===== config.mk =====
export PLATFORM = sky130hd
export DESIGN_NAME = bist_signature_analyzer
export DESIGN_NICKNAME = d
export VERILOG_FILES = /design/src/rtl/bist_signature_analyzer.sv
export SDC_FILE = /design/constraint.sdc
export NUM_CORES = 1
export LEC_CHECK = 0
export CAP_MARGIN = 20
export CORE_ASPECT_RATIO = 0.8
export CORE_MARGIN = 8
export CORE_UTILIZATION = 52
export CTS_BUF_LIST = sky130_fd_sc_hd__clkbuf_8
export DETAILED_ROUTE_END_ITERATION = 12
export PLACE_DENSITY = 0.89
export SLEW_MARGIN = 30
export SYNTH_ARGS = -nofsm -noshare
export SYNTH_HDL_FRONTEND = slang
export SYNTH_SLANG_ARGS = --single-unit

===== constraint.sdc =====
create_clock -name clk -period 4.68 [get_ports clk]
set_clock_uncertainty 0.15 [all_clocks]
set_input_delay 0.936 -clock clk [delete_from_list [all_inputs] [get_ports clk]]
set_output_delay 0.936 -clock clk [all_outputs]
set_load 0.03 [all_outputs]

===== src/rtl/bist_signature_analyzer.sv =====
// rtl/bist_signature_analyzer.sv - BIST output response analyser (MISR compaction and pass/fail check)
//
// Purpose:
//   Compacts circuit-under-test responses into a multiple-input signature
//   register while the BIST controller reports running, counts the compacted
//   cycles, and on finish compares signature and count against golden values.
//
// Ports:
//   clk        in   1      system clock, rising edge
//   reset      in   1      asynchronous active-low reset
//   init       in   1      arm a new run (priority over finish/running)
//   running    in   1      compact data_in on this cycle
//   finish     in   1      end of run, start the check
//   data_in    in   WIDTH  CUT response
//   signature  out  WIDTH  current MISR contents
//   cycle_cnt  out  CW     compacted cycles, saturating
//   sig_valid  out  1      result final, held until next init
//   pass       out  1      run matched GOLDEN and NCLOCK
//   fail       out  1      run mismatched or overran
module bist_signature_analyzer #(
  parameter int unsigned      WIDTH  = 16,
  parameter logic [WIDTH-1:0] POLY   = 16'h002D,
  parameter logic [WIDTH-1:0] SEED   = 16'h0000,
  parameter logic [WIDTH-1:0] GOLDEN = 16'h0000,
  parameter int unsigned      NCLOCK = 650,
  localparam int unsigned     CW     = $clog2(NCLOCK + 1)
) (
  input  logic             clk,
  input  logic             reset,
  input  logic             init,
  input  logic             running,
  input  logic             finish,
  input  logic [WIDTH-1:0] data_in,
  output logic [WIDTH-1:0] signature,
  output logic [CW-1:0]    cycle_cnt,
  output logic             sig_valid,
  output logic             pass,
  output logic             fail
);

  typedef enum logic [1:0] {
    IDLE    = 2'd0,
    COMPACT = 2'd1,
    CHECK   = 2'd2,
    DONE    = 2'd3
  } state_t;

  localparam logic [CW-1:0] NCLOCK_C = CW'(NCLOCK);
  localparam logic [CW-1:0] CNT_MAX  = {CW{1'b1}};

  state_t           state_q, state_d;
  logic [WIDTH-1:0] sig_q, sig_d;
  logic [CW-1:0]    cnt_q, cnt_d;
  logic             valid_q, valid_d;
  logic             pass_q, pass_d;
  logic             fail_q, fail_d;
  logic             overrun_q, overrun_d;
  logic [WIDTH-1:0] sig_n;
  logic             match;

  // Galois-style MISR step: shift left, fold the dropped MSB back via POLY,
  // then XOR in the parallel CUT response.
  assign sig_n = {sig_q[WIDTH-2:0], 1'b0} ^ (sig_q[WIDTH-1] ? POLY : '0) ^ data_in;
  assign match = (sig_q == GOLDEN) && (cnt_q == NCLOCK_C) && !overrun_q;

  always_comb begin
    state_d   = state_q;
    sig_d     = sig_q;
    cnt_d     = cnt_q;
    valid_d   = valid_q;
    pass_d    = pass_q;
    fail_d    = fail_q;
    overrun_d = overrun_q;
    if (init) begin
      // A new run can be armed from any state; the init-cycle data is dropped.
      state_d   = COMPACT;
      sig_d     = SEED;
      cnt_d     = '0;
      valid_d   = 1'b0;
      pass_d    = 1'b0;
      fail_d    = 1'b0;
      overrun_d = 1'b0;
    end else begin
      case (state_q)
        IDLE: ;
        COMPACT: begin
          if (running) begin
            sig_d = sig_n;
            if (cnt_q != CNT_MAX) begin
              cnt_d = cnt_q + CW'(1);
            end
            // A beat beyond the expected length poisons the run for good.
            if (cnt_q == NCLOCK_C) begin
              overrun_d = 1'b1;
            end
          end
          if (finish) begin
            state_d = CHECK;
          end
        end
        CHECK: begin
          pass_d  = match;
          fail_d  = !match;
          valid_d = 1'b1;
          state_d = DONE;
        end
        DONE: ;
        default: state_d = IDLE;
      endcase
    end
  end

  always_ff @(posedge clk or negedge reset) begin
    if (!reset) begin
      state_q   <= IDLE;
      sig_q     <= '0;
      cnt_q     <= '0;
      valid_q   <= 1'b0;
      pass_q    <= 1'b0;
      fail_q    <= 1'b0;
      overrun_q <= 1'b0;
    end else begin
      state_q   <= state_d;
      sig_q     <= sig_d;
      cnt_q     <= cnt_d;
      valid_q   <= valid_d;
      pass_q    <= pass_d;
      fail_q    <= fail_d;
      overrun_q <= overrun_d;
    end
  end

  assign signature = sig_q;
  assign cycle_cnt = cnt_q;
  assign sig_valid = valid_q;
  assign pass      = pass_q;
  assign fail      = fail_q;

endmodule


==> run metrics <==
Unique masters post-synth=36; # setup viols final=0; largest net degree at the start of global routing=21; TritonCTS Buffers=5; critical path class=primary input to flip-flop; P_sw=202 uW; First-pass DRT Iterations=4; max capacitance violation total=0; Boundary Pins=50; GRT overflow=0; drt initial violations=117; Final ANT Viol Nets=0; # clock sinks=32; clock latency on the worst-skew pair=0.30 ns; mapped cell area=1630 sq um; Layout area overhead=36.5%; post-DP HPWL=3.27 mm; internal power=473 uW; Starting Density=53.5%; register area share after synthesis=49.3%; GRT Util Overall=18.1%; first-pass GRT wire length=7.27 mm; Hold Crit Class=flip-flop to flip-flop; Comb pwr share=20.5%; Sw Ratio=29.9%; fin nets=236; Placer Congestion=0.837; vias in the first global route=1,436; crit-path max cell delay=0.78 ns; Clock power frac=33.1%; port buffer count=49; Seq cells post-synth=32; Tcrit/Tclk final=59.6%; share of cells above drive strength 1=7.01%; placed cells=246; number of synthesized flops with an enable pin=0; worst-path maximum fanout=16; Clock Tree Root=clkbuf_8; Rows=18; DRC=0; unrepaired setup endpoints after global routing=false; status=finished clean; Worst setup SP type=primary input; Crit-path slowest cell=clkdlybuf4s50_1; CORE AREA=3040 sq um; Post-CTS Resized=0; CTS Buffer Depth=2; initial antenna violation count=0; critical path endpoint category=flip-flop; Yosys warning total=0; CTS tree=done; Clock transition at path regs=0.07 ns; Post-CTS Setup Bufs=0; Post-synth ARST share=100%; syn avg cell area=10.0 sq um; H-Tree Depth=2; Leakage Power=0.000912 uW; worst slew pin tran=0.720 ns; Vias/cell=5.62; final cell count without fillers=254; via count=1,428; DR WL/cell=17.3 microns; worst-path cell chain=clkdlybuf4s50_1 > nand2b_1 > or3_1 > nand2_1 > o2bb2ai_2; Post-Route WL=4.39 mm; cell family with the largest share of critical-path delay=simple AND/OR/NAND/NOR gates; Die Span X=78.5 microns; fmax=359 MHz; register share of total power=46.4%; Most used DFF post-synth=dfrtp_1; hold_buf cts=0; post-route setup TNS=0 ns; Slew headroom=51.8%; post-synth net total=185; final hold viol count=0; CP Buf/Inv Count=1; post-synthesis cell count=162; Required @ worst endpoint=4.71 ns; die height=66.0 microns; die area=5180 sq um; Critical Path AT=2.82 ns; Tmin final=2.79 ns; peak supply drop=0.000220 V; most frequent cells in the layout=48 x clkdlybuf4s50_1, 32 x dfrtp_1, 23 x o21ai_0, 21 x nand2_1, 16 x xnor2_1; power per cell area=304 nW/um^2; commonest non-fill, non-tap cell in the layout=clkdlybuf4s50_1; max-slew violation count=0; diode count=0
cell type report:
cell class                 instances  area (sq um)
fill                             230           822
tap                               40          50.0
timing repair buffer              50           493
sequential                        32           801
multi-input combinational        120           767
clock buffer                       6          82.6
inverter                           4          15.0
clock inverter                     2          10.0
stage by stage:
stage	util (%)	total power, uW	hold slack (ns)	instance area, sq um	setup slack [ns]
floorplan	-	391	0.306	1630	2.65
global placement	70.1	452	0.325	2130	1.71
detailed placement	70.1	457	0.341	2130	1.60
CTS	73.1	676	0.360	2220	1.92
global route	73.0	703	0.377	2220	1.84
finish	73.0	675	0.362	2220	1.89
synth_stat cells, types with 3 or more instances:
cell type	number	share of area, %
xor2_1	7	3.8
o21ai_0	23	7.1
a21oi_1	3	0.92
nand3_1	4	1.2
inv_1	4	0.92
xnor2_1	16	8.6
nor2_1	7	1.6
nand2_1	21	4.9
nor4_1	4	1.5
nand4_1	6	2.3
nand2b_1	3	1.2
dfrtp_1	32	49
kinds of logic after synthesis:
| group | Yosys count | share of synthesized area [%] |
|---|---|---|
| adders and majority gates | 2 | 1.54 |
| DFF | 32 | 49.3 |
| and+or+nand+nor | 58 | 18.9 |
| AOI/OAI and AO/OA | 36 | 13.7 |
| muxes | 1 | 0.616 |
| xor gates and xnor gates | 23 | 12.4 |
| buffers and inverters | 10 | 3.54 |
flip-flops by register name (all words and copies together) (netlist names):
signal / flops
state_q: 2
signature: 16
cycle_cnt: 10
overrun_q: 1
sig_valid: 1
pass: 1
fail: 1
power groups by stage:
| stage | Clock, uW | Combinational, uW | Sequential, uW |
|---|---|---|---|
| 2_1_floorplan | 0 | 51.0 | 340 |
| 3_3_place_gp | 0 | 136 | 316 |
| 3_5_place_dp | 0 | 139 | 318 |
| 4_1_cts | 223 | 140 | 313 |
| 5_1_grt | 239 | 149 | 315 |
| 6_report | 224 | 138 | 313 |
path summary, 6_finish.rpt:
kind / cells past startpoint / slack, ns / start / endpoint
min in group asynchronous: 1 / 0.42 / reset / signature[4]$_DFFE_PN0P_
min: 1 / 0.36 / overrun_q$_DFFE_PN0P_ / overrun_q$_DFFE_PN0P_
max reg2reg: 5 / 2.76 / cycle_cnt[1]$_DFFE_PN0P_ / cycle_cnt[1]$_DFFE_PN0P_
max: 5 / 1.89 / init / cycle_cnt[1]$_DFFE_PN0P_
max in group asynchronous: 2 / 3.40 / reset / cycle_cnt[6]$_DFFE_PN0P_
min reg2reg: 1 / 0.36 / overrun_q$_DFFE_PN0P_ / overrun_q$_DFFE_PN0P_
per-layer routing:
| layer | GRT usage, % | share of wire [%] |
|---|---|---|
| met5 | 0 | 0 |
| met4 | 7.37 | 2.3 |
| met3 | 6.93 | 5.8 |
| met2 | 29.4 | 51 |
| met1 | 21.2 | 41 |
Note: power is estimated with default switching activity, not from simulation.
